`src/rtl/ro_enc_pkg.sv`:
```
// Shared constants for the panel rotary-encoder A/B generator and its decoder:
// FSM encoding, Gray line states and direction codes.
package ro_enc_pkg;

    localparam logic [2:0] ST_IDLE   = 3'd0;
    localparam logic [2:0] ST_HALF1  = 3'd1;
    localparam logic [2:0] ST_HALF2  = 3'd2;
    localparam logic [2:0] ST_SETTLE = 3'd3;
    localparam logic [2:0] ST_DONE   = 3'd4;

    localparam logic [1:0] AB_00 = 2'b00;
    localparam logic [1:0] AB_01 = 2'b01;
    localparam logic [1:0] AB_11 = 2'b11;
    localparam logic [1:0] AB_10 = 2'b10;

    localparam logic DIR_CW  = 1'b0;
    localparam logic DIR_CCW = 1'b1;

    // One quarter step around the ring 00-01-11-10 (CW) or its reverse (CCW).
    function automatic logic [1:0] gray_next(input logic [1:0] ab, input logic dir);
        logic [1:0] nxt;
        nxt = AB_00;
        if (dir == DIR_CW) begin
            case (ab)
                AB_00:   nxt = AB_01;
                AB_01:   nxt = AB_11;
                AB_11:   nxt = AB_10;
                default: nxt = AB_00;
            endcase
        end else begin
            case (ab)
                AB_00:   nxt = AB_10;
                AB_10:   nxt = AB_11;
                AB_11:   nxt = AB_01;
                default: nxt = AB_00;
            endcase
        end
        return nxt;
    endfunction

endpackage

```
`src/rtl/ro_enc_gen_if.sv`:
```
// Command/status bundle between a controller and the rotary-encoder A/B generator.
interface ro_enc_gen_if #(
    parameter int CNT_W = 5,
    parameter int DIV_W = 16
);
    logic             i_start;
    logic             i_dir;
    logic [CNT_W-1:0] i_steps;
    logic [DIV_W-1:0] i_period;
    logic             i_abort;
    logic             o_busy;
    logic             o_done;
    logic             o_aborted;
    logic [CNT_W-1:0] o_steps_left;
    logic             o_ro_enc_state_a;
    logic             o_ro_enc_state_b;

    modport master (
        output i_start, i_dir, i_steps, i_period, i_abort,
        input  o_busy, o_done, o_aborted, o_steps_left,
               o_ro_enc_state_a, o_ro_enc_state_b
    );

    modport slave (
        input  i_start, i_dir, i_steps, i_period, i_abort,
        output o_busy, o_done, o_aborted, o_steps_left,
               o_ro_enc_state_a, o_ro_enc_state_b
    );
endinterface

```
`src/rtl/ro_enc_tick_timer.sv`:
```
// Loadable down-counter that pulses o_tick once every loaded-period cycles
// and reloads itself; also suitable as a debounce timebase.
module ro_enc_tick_timer #(
    parameter int DIV_W = 16
) (
    input  logic             i_clk,
    input  logic             i_rst,
    input  logic             i_load,
    input  logic [DIV_W-1:0] i_load_val,
    input  logic             i_en,
    output logic             o_tick
);
    localparam logic [DIV_W-1:0] ONE = DIV_W'(1);

    logic [DIV_W-1:0] count_q;
    logic [DIV_W-1:0] reload_q;

    assign o_tick = i_en && (count_q == '0);

    // Counting from period-1 down to 0 makes the tick land on the period-th edge.
    always_ff @(posedge i_clk or posedge i_rst) begin
        if (i_rst) begin
            count_q  <= '0;
            reload_q <= ONE;
        end else if (i_load) begin
            reload_q <= i_load_val;
            count_q  <= i_load_val - ONE;
        end else if (o_tick) begin
            count_q  <= reload_q - ONE;
        end else if (i_en) begin
            count_q  <= count_q - ONE;
        end
    end

endmodule

```
`src/rtl/ro_enc_gen.sv`:
```
// Quadrature A/B generator: emits a commanded number of Gray-coded detents at a
// programmable transition period, always stopping at a rest state (00 or 11).
module ro_enc_gen
    import ro_enc_pkg::*;
#(
    parameter int CNT_W = 5,
    parameter int DIV_W = 16
) (
    input  logic        i_clk,
    input  logic        i_rst,
    ro_enc_gen_if.slave bus
);
    localparam logic [CNT_W-1:0] STEP_ONE   = CNT_W'(1);
    localparam logic [DIV_W-1:0] PERIOD_ONE = DIV_W'(1);

    logic [2:0]       state_q;
    logic             dir_q;
    logic             abort_pend_q;
    logic             aborted_q;
    logic [CNT_W-1:0] steps_left_q;
    logic [1:0]       ab_q;
    logic             accept;
    logic             timer_en;
    logic             tick;
    logic [DIV_W-1:0] period_eff;

    assign accept     = (state_q == ST_IDLE) && bus.i_start;
    assign period_eff = (bus.i_period == '0) ? PERIOD_ONE : bus.i_period;
    assign timer_en   = (state_q == ST_HALF1) || (state_q == ST_HALF2) ||
                        (state_q == ST_SETTLE);

    ro_enc_tick_timer #(
        .DIV_W(DIV_W)
    ) u_timer (
        .i_clk      (i_clk),
        .i_rst      (i_rst),
        .i_load     (accept),
        .i_load_val (period_eff),
        .i_en       (timer_en),
        .o_tick     (tick)
    );

    // Each timer tick performs exactly one line transition or the settle exit;
    // a pending abort is honoured only where a new detent would begin.
    always_ff @(posedge i_clk or posedge i_rst) begin
        if (i_rst) begin
            state_q      <= ST_IDLE;
            dir_q        <= DIR_CW;
            aborted_q    <= 1'b0;
            steps_left_q <= '0;
            ab_q         <= AB_00;
        end else begin
            case (state_q)
                ST_IDLE: begin
                    if (bus.i_start) begin
                        dir_q        <= bus.i_dir;
                        steps_left_q <= bus.i_steps;
                        aborted_q    <= 1'b0;
                        state_q      <= (bus.i_steps == '0) ? ST_DONE : ST_HALF1;
                    end
                end
                ST_HALF1: begin
                    if (tick) begin
                        if (abort_pend_q) begin
                            aborted_q <= 1'b1;
                            state_q   <= ST_DONE;
                        end else begin
                            ab_q    <= gray_next(ab_q, dir_q);
                            state_q <= ST_HALF2;
                        end
                    end
                end
                ST_HALF2: begin
                    if (tick) begin
                        ab_q         <= gray_next(ab_q, dir_q);
                        steps_left_q <= steps_left_q - STEP_ONE;
                        state_q      <= (steps_left_q == STEP_ONE) ? ST_SETTLE : ST_HALF1;
                    end
                end
                ST_SETTLE: begin
                    if (tick) begin
                        state_q <= ST_DONE;
                    end
                end
                ST_DONE: begin
                    state_q <= ST_IDLE;
                end
                default: begin
                    state_q <= ST_IDLE;
                end
            endcase
        end
    end

    // Abort requests are remembered while busy and forgotten once the command ends.
    always_ff @(posedge i_clk or posedge i_rst) begin
        if (i_rst) begin
            abort_pend_q <= 1'b0;
        end else if (state_q == ST_DONE) begin
            abort_pend_q <= 1'b0;
        end else if ((state_q != ST_IDLE) && bus.i_abort) begin
            abort_pend_q <= 1'b1;
        end
    end

    assign bus.o_busy           = (state_q != ST_IDLE);
    assign bus.o_done           = (state_q == ST_DONE);
    assign bus.o_aborted        = aborted_q;
    assign bus.o_steps_left     = steps_left_q;
    assign bus.o_ro_enc_state_a = ab_q[1];
    assign bus.o_ro_enc_state_b = ab_q[0];

endmodule

```
`src/flat_wrapper.sv`:
```
// flat-port wrapper written by rule: the top's interface ports become plain ports
module ro_enc_gen_flat import ro_enc_pkg::*;
#(
    parameter int CNT_W = 5,
    parameter int DIV_W = 16
)
  (i_clk, i_rst, bus_i_start, bus_i_dir, bus_i_steps, bus_i_period, bus_i_abort, bus_o_busy, bus_o_done, bus_o_aborted, bus_o_steps_left, bus_o_ro_enc_state_a, bus_o_ro_enc_state_b);
  ro_enc_gen_if #(.CNT_W(CNT_W), .DIV_W(DIV_W)) bus_i ();
  input  logic i_clk;
  input  logic i_rst;
  input wire logic [$bits(bus_i.i_start)-1:0] bus_i_start;
  input wire logic [$bits(bus_i.i_dir)-1:0] bus_i_dir;
  input wire logic [$bits(bus_i.i_steps)-1:0] bus_i_steps;
  input wire logic [$bits(bus_i.i_period)-1:0] bus_i_period;
  input wire logic [$bits(bus_i.i_abort)-1:0] bus_i_abort;
  output wire logic [$bits(bus_i.o_busy)-1:0] bus_o_busy;
  output wire logic [$bits(bus_i.o_done)-1:0] bus_o_done;
  output wire logic [$bits(bus_i.o_aborted)-1:0] bus_o_aborted;
  output wire logic [$bits(bus_i.o_steps_left)-1:0] bus_o_steps_left;
  output wire logic [$bits(bus_i.o_ro_enc_state_a)-1:0] bus_o_ro_enc_state_a;
  output wire logic [$bits(bus_i.o_ro_enc_state_b)-1:0] bus_o_ro_enc_state_b;
  assign bus_i.i_start = bus_i_start;
  assign bus_i.i_dir = bus_i_dir;
  assign bus_i.i_steps = bus_i_steps;
  assign bus_i.i_period = bus_i_period;
  assign bus_i.i_abort = bus_i_abort;
  assign bus_o_busy = bus_i.o_busy;
  assign bus_o_done = bus_i.o_done;
  assign bus_o_aborted = bus_i.o_aborted;
  assign bus_o_steps_left = bus_i.o_steps_left;
  assign bus_o_ro_enc_state_a = bus_i.o_ro_enc_state_a;
  assign bus_o_ro_enc_state_b = bus_i.o_ro_enc_state_b;
  ro_enc_gen #(.CNT_W(CNT_W), .DIV_W(DIV_W)) u_core (.i_clk(i_clk), .i_rst(i_rst), .bus(bus_i));
endmodule
```
`config.mk`:
```
export PLATFORM = sky130hd
export DESIGN_NAME = ro_enc_gen_flat
export DESIGN_NICKNAME = d
export VERILOG_FILES = /design/src/rtl/ro_enc_pkg.sv /design/src/rtl/ro_enc_gen_if.sv /design/src/rtl/ro_enc_tick_timer.sv /design/src/rtl/ro_enc_gen.sv /design/src/flat_wrapper.sv
export SDC_FILE = /design/constraint.sdc
export NUM_CORES = 1
export LEC_CHECK = 0
export CAP_MARGIN = 10
export CORE_AREA = 3 3 87 89
export DETAILED_ROUTE_END_ITERATION = 16
export DIE_AREA = 0 0 90 92
export GPL_ROUTABILITY_DRIVEN = 0
export PLACE_DENSITY = 0.62
export SLEW_MARGIN = 20
export SYNTH_ARGS = -nofsm -noshare
export SYNTH_HDL_FRONTEND = slang
export SYNTH_SLANG_ARGS = --single-unit
```
`constraint.sdc`:
```
create_clock -name i_clk -period 6 [get_ports i_clk]
set_input_delay 0.6 -clock i_clk [delete_from_list [all_inputs] [get_ports i_clk]]
set_output_delay 0.6 -clock i_clk [all_outputs]
set_load 0.02 [all_outputs]
```
# --- Word level (Yosys, flattened, before mapping) ---
# Index checks and enable logic that the tools add are counted.
word_totals:
  ff_bits: 45
  inputBits: 26
  output_inout_bits: 10
classes:
  n_addsub: 4
  n_eq_ne: 14
  mux: 28
  n_reduce_logical: 21
op_table:
  columns: ["op", "n"]
  rows:
  - ["2-to-1 mux 16 bit", 4]
  - ["subtractor 16 x 1 -> 16 bit (second input constant)", 3]
  - ["logical NOT 16 bit", 2]
  - ["2-to-1 mux 3 bit", 6]
  - ["one-hot mux 2 bit (3 select lines)", 2]
  - ["one-hot mux 3 bit (4 select lines)", 1]
  - ["AND reduction 4 bit", 3]
  - ["2-to-1 mux 2 bit", 5]
  - ["2-to-1 mux 5 bit", 2]
  - ["one-hot mux 5 bit (2 select lines)", 1]
  - ["inequality test 2 x 1 -> 1 bit (second input constant)", 4]
  - ["nonzero test 2 bit", 4]
  - ["equality test 3 x 2 -> 1 bit (second input constant)", 2]
  - ["nonzero test 3 bit", 2]
  - ["equality test 5 x 1 -> 1 bit (second input constant)", 1]
  - ["logical NOT 5 bit", 1]
  - ["2-to-1 mux 1 bit", 5]
  - ["subtractor 5 x 1 -> 5 bit (second input constant)", 1]
  - ["equality test 2 bit (second input constant)", 2]
  - ["inequality test 2 bit (second input constant)", 2]
  - ["one-hot mux 2 bit (2 select lines)", 1]
  - ["equality test 3 x 1 -> 1 bit (second input constant)", 1]
  - ["equality test 3 bit (second input constant)", 1]
  - ["logical AND 1 bit", 3]
  - ["7 further kinds", 8]

# --- Longest topological paths before layout ---
logic_depth:
  ltp_word: 6
  mapped_depth: 15
  mapped_depth_nobuf: 12

# --- Modules after synthesis ---
# A second synthesis with hierarchy kept.
hier_totals:
  hier_cells: 333
  hier_area_um2: 2922.8
modules_own_cells:
  columns: ["mod", "instances", "cells_each", "area_each_um2", "seq_area_each_um2"]
  rows:
  - ["ro_enc_tick_timer", 1, 229, 2011.9, 802.0]
  - ["ro_enc_gen", 1, 104, 910.9, 325.3]

# --- Worst setup path after synthesis ---
# No wires, ideal clock.
synth_timing:
  kind: "input port to flip-flop"
  from: "input port bus_i_start"
  to: "register u_core.u_timer.count_q[10]"
  setup_ns: 0.132
  arrival_ns: 3.079
  required_ns: 5.868
  path_slack_ns: 2.789
  stages: 15
  cell_sequence: "or4b_1 -> clkbuf_1 -> clkbuf_1 -> clkbuf_1 -> clkbuf_1 -> nand2_1 -> nand2_1 -> a21oi_1 -> ha_1 -> nand3_1 -> a21o_1 -> nor3_2 -> nor3b_2 -> xnor2_1 -> o21ai_1"
synth_via:
  elab_chain_cells: 2
  word_cells_on_any_way: 3
  cone_classes: "1 x mux; 2 x reduce/logical"
synth_rtl:
  columns: ["item", "line_no", "rtl"]
  rows:
  - ["start: declaration", "flat_wrapper.sv:11", "input wire logic [$bits(bus_i.i_start)-1:0] bus_i_start;"]
  - ["logical AND 1 bit *", "ro_enc_gen.sv:27", "assign accept = (state_q == ST_IDLE) && bus.i_start;"]
  - ["nonzero test 3 bit (no line) / 2-to-1 mux 16 bit (equally long branches)", null, null]
  - ["end signal: assignment", "ro_enc_tick_timer.sv:27", "count_q <= i_load_val - ONE;"]
  - ["end signal: assignment", "ro_enc_tick_timer.sv:29", "count_q <= reload_q - ONE;"]
  - ["end signal: assignment", "ro_enc_tick_timer.sv:31", "count_q <= count_q - ONE;"]
  - ["end: declaration", "ro_enc_tick_timer.sv:15", "logic [DIV_W-1:0] count_q;"]
# Every way passes the cells marked *; elsewhere a longest branch is shown, timed or not.
# A chain may end at the register's enable or synchronous reset.

# --- Final worst setup path ---
# Ends and elaborated chain as after synthesis.

==> out/qor.tcl <==
set qor(status) {completed}
set qor(worst_hold_endpoint) {u_core.u_timer.reload_q[12]}
set qor(max_clock_freq_mhz) 260
set qor(critical_path_endpoint_category) {flop}
set qor(worst-endpoint-required_ns) 6.18
set qor(cts_tree) {built}
set qor(synthArstFlopShare) 1.00
set qor(sequential_share_of_power) 0.389
set qor(hp-start) {u_core.u_timer.reload_q[12]}
set qor(die-area_sq_um) 8280
set qor(setup_total_negative_slack_ns) 0
set qor(antenna_found_initial) 0
set qor(netlist_area_sq_um) 2710
set qor(synthesis.instances) 332
set qor(power.leakage_nw) 1.36
set qor(port_buffers) 35
set qor(finalNonFillerCells) 458
set qor(die_h_microns) 92
set qor(max_slew.worst_pin.slew_ns) 0.983
set qor(wl_microns) 6850
set qor(dp_hpwl_microns) 4900
set qor(layout-area-overhead-vs-synth_pct) 19.8
set qor(switching_share) 0.422
set qor(critical_path.max_fanout) 22
set qor(proportion_of_synthesized_chip_area_in_sequential_cells) 0.416
set qor(final.setup_skew_ns) 0.0158
set qor(setup_viols_final) 0
set qor(cts_num_sinks) 45
set qor(placedCellCount) 450
set qor(power_switching_mw) 0.614
set qor(n_antenna_cell) 0
set qor(worst_ep_arrival_time_ns) 4.03
set qor(pwr-share-clk) 0.168
set qor(slew_headroom) 0.343
set qor(post-synth-top-area-cell) {sky130_fd_sc_hd__dfrtp_1}
set qor(row_count) 30
set qor(grt_usage) 0.170
set qor(r2r_start) {u_core.state_q[0]}
set qor(post_synth.cell_area_avg_sq_um) 8.17
set qor(p_int_mw) 0.842
set qor(synthTopCellsByArea) {sky130_fd_sc_hd__dfrtp_1 (41%), sky130_fd_sc_hd__nand2_1 (12%), sky130_fd_sc_hd__o21ai_0 (4.4%)}
set qor(yosysUniqueCellTypes) 50
set qor(clk-insertion-delay-late_ns) 0.30
set qor(cap_violations) 0
set qor(detail_route.vias_per_cell) 5.31
set qor(drive_above_1_share) 0.0718
set qor(synth_edf_count) 0
set qor(share_of_the_synthesized_area_in_the_top_cell_type) 0.406
set qor(postCtsResizedCells) 0
set qor(postCtsHoldBufs) 0
set qor(slew_viol_final) 0
set qor(final.fill_count) 694
set qor(hp-class) {flop to flop}
set qor(combPwrFrac) 0.443
set qor(postSynthNetCount) 361
set qor(finalNetCount) 390
set qor(dominantRegCellSynth) {sky130_fd_sc_hd__dfrtp_1}
set qor(routed_wire_length_per_instance_microns) 14.9
set qor(r2r.worst_path.cells) 13
set qor(drt_drc) 0
set qor(die_span_in_x_microns) 90
set qor(timing.final.hold_violations) 0
set qor(whs_path_depth) 2
set qor(unrepaired_setup_endpoints_after_global_routing) {false}
set qor(design.core.area_sq_um) 6830
set qor(drt_iter0_markers) 144
set qor(global_route.overflow_total) 0
set qor(period_needed_ns) 3.85
set qor(ctsLongestPathBuffers) 2
set qor(cts-htree-levels) 2
set qor(synth_seq_cells) 45
set qor(top_level_ports) 36
set qor(cell_with_the_most_instances_after_synthesis) {sky130_fd_sc_hd__nand2_1}
set qor(yosys_warnings) 0
set qor(cts-buffers-inserted) 5
set qor(clk_pin_slew_worst_paths_ns) 0.09
set qor(worst-r2r-setup-slack_ns) 2.30
set qor(via_count) 2432
set qor(power_per_cell_area_nw_per_um2) 448
set qor(criticalPathCategory) {input pin to flop}
set qor(clock_tree_root_driver_cell) {sky130_fd_sc_hd__clkbuf_8}
set qor(grt_pass1_vias) 2318
set qor(worstReg2RegEnd) {u_core.u_timer.count_q[10]}
set qor(post-cts-setup-buffers) 0
set qor(post-route-period-util) 0.641
set qor(firstDrtPassIters) 5
set qor(peakVddDrop_mv) 0.161
set qor(floorplan.initialDensity) 0.397
set qor(critPathLaunchType) {input pin}
set qor(maximum_number_of_pins_on_one_net_before_global_route_repair) 46
set qor(antenna_left) 0
set qor(post_synth_most_frequent_cells) {sky130_fd_sc_hd__nand2_1 (87), sky130_fd_sc_hd__dfrtp_1 (44), sky130_fd_sc_hd__o21ai_0 (24)}
set qor(global_route_wire_length_before_repair_microns) 11500
[cells in the final DEF (no fill, tap or decap), types with 2 or more instances in the layout]
cell type,synthesis,routed
sky130_fd_sc_hd__nor3_1,6,6
sky130_fd_sc_hd__and3_1,5,5
sky130_fd_sc_hd__a211oi_1,5,5
sky130_fd_sc_hd__o21ai_0,24,24
sky130_fd_sc_hd__or3_1,3,3
sky130_fd_sc_hd__xor2_1,6,6
sky130_fd_sc_hd__nor3b_1,2,2
sky130_fd_sc_hd__or4_1,3,3
sky130_fd_sc_hd__nand4_1,2,2
sky130_fd_sc_hd__or2_2,2,2
sky130_fd_sc_hd__dfrtp_1,44,44
sky130_fd_sc_hd__a21oi_1,16,16
sky130_fd_sc_hd__a21o_1,2,2
sky130_fd_sc_hd__o22ai_1,3,3
sky130_fd_sc_hd__o21ai_1,10,10
sky130_fd_sc_hd__a22oi_1,2,2
sky130_fd_sc_hd__clkdlybuf4s50_1,0,35
sky130_fd_sc_hd__nor4_1,11,11
sky130_fd_sc_hd__inv_1,8,7
sky130_fd_sc_hd__o21a_1,2,2
sky130_fd_sc_hd__ha_1,3,3
sky130_fd_sc_hd__nand3_1,11,11
sky130_fd_sc_hd__o31a_1,2,2
sky130_fd_sc_hd__nand2_1,87,87
sky130_fd_sc_hd__xnor2_1,8,8
sky130_fd_sc_hd__nor2_1,23,23
sky130_fd_sc_hd__clkbuf_8,0,6
sky130_fd_sc_hd__mux2i_1,2,2
sky130_fd_sc_hd__buf_4,0,4
sky130_fd_sc_hd__nor3_2,3,3
sky130_fd_sc_hd__o31ai_1,2,2
[how the worst max path moves through the flow]
stage,startpoint,endpoint,cells past startpoint
after floorplan,bus_i_start,u_core.u_timer.count_q[10],15
after global placement,bus_i_start,u_core.u_timer.count_q[10],14
after detailed placement,bus_i_start,u_core.u_timer.count_q[10],14
after CTS,bus_i_start,u_core.u_timer.count_q[10],14
after global routing,bus_i_start,u_core.u_timer.count_q[10],14
final,bus_i_start,u_core.u_timer.count_q[10],14
[layout make-up]
type,count,area (sq um),area share
multi-input combinational,262,1470,0.453
clock buffer,6,82.6,0.0254
timing repair buffer,39,380,0.117
clock inverter,2,37.5,0.0115
inverter,8,30.0,0.00924
tap,96,120,0.0370
sequential,45,1130,0.347
[critical path: stages]
cell                              delay (ns)
sky130_fd_sc_hd__clkdlybuf4s50_1        0.51
sky130_fd_sc_hd__or4b_1                 0.80
sky130_fd_sc_hd__buf_4                  0.36
sky130_fd_sc_hd__nor2_1                 0.11
sky130_fd_sc_hd__nand2_1                0.08
sky130_fd_sc_hd__o31a_1                 0.19
sky130_fd_sc_hd__inv_1                  0.10
sky130_fd_sc_hd__ha_1                   0.18
sky130_fd_sc_hd__nand3_1                0.08
sky130_fd_sc_hd__a21o_1                 0.22
sky130_fd_sc_hd__nor3_2                 0.34
sky130_fd_sc_hd__nor3b_2                0.25
sky130_fd_sc_hd__xnor2_1                0.14
sky130_fd_sc_hd__o21ai_1                0.07
[power groups by stage]
stage / registers [mW] / clock network (mW) / logic (mW)
finish: 0.566 / 0.245 / 0.646
floorplan: 0.546 / 0 / 0.485
CTS: 0.565 / 0.250 / 0.649
global route: 0.586 / 0.261 / 0.727
global placement: 0.568 / 0 / 0.635
detailed placement: 0.570 / 0 / 0.647
[state kept, by name, indices dropped and copies added, names as in the netlist]
register and count:
u_core.u_timer.reload_q 16, u_core.bus.o_steps_left 5, u_core.state_q 3, u_core.abort_pend_q 1, u_core.bus.o_aborted 1, u_core.dir_q 1
u_core.u_timer.count_q 16, u_core.ab_q 2
[routing by layer]
metal  global-route usage  share of wire  wire [microns]  vias to the layer above
met2                0.257           0.45            3110                       60
met3               0.0238          0.039             267                        6
met1                0.252           0.50            3410                     1137
li1                     -              -               -                     1229
met4               0.0472         0.0086              59                        0
met5                    0              0               0                        -
[logic make-up (layout without fill, tap and decap cells)]
family,Yosys count,after routing,share of synthesized area
xor+xnor,14,14,0.0452
fa+ha+maj,3,3,0.0138
compound gates,77,77,0.179
buf+inv,25,55,0.0415
flops,45,45,0.416
simple gates,165,165,0.294
mux,3,3,0.0115
[stage by stage]
step	power (mW)	area [sq um]	util	setup slack, ns	hold WS, ns
floorplan	1.03	2710	-	2.79	0.446
global placement	1.20	3130	0.458	1.94	0.470
detailed placement	1.22	3130	0.458	1.84	0.468
CTS	1.46	3250	0.476	2.17	0.497
global route	1.57	3250	0.476	1.83	0.520
finish	1.46	3250	0.476	2.15	0.490
Note: power is estimated with default switching activity, not from simulation.
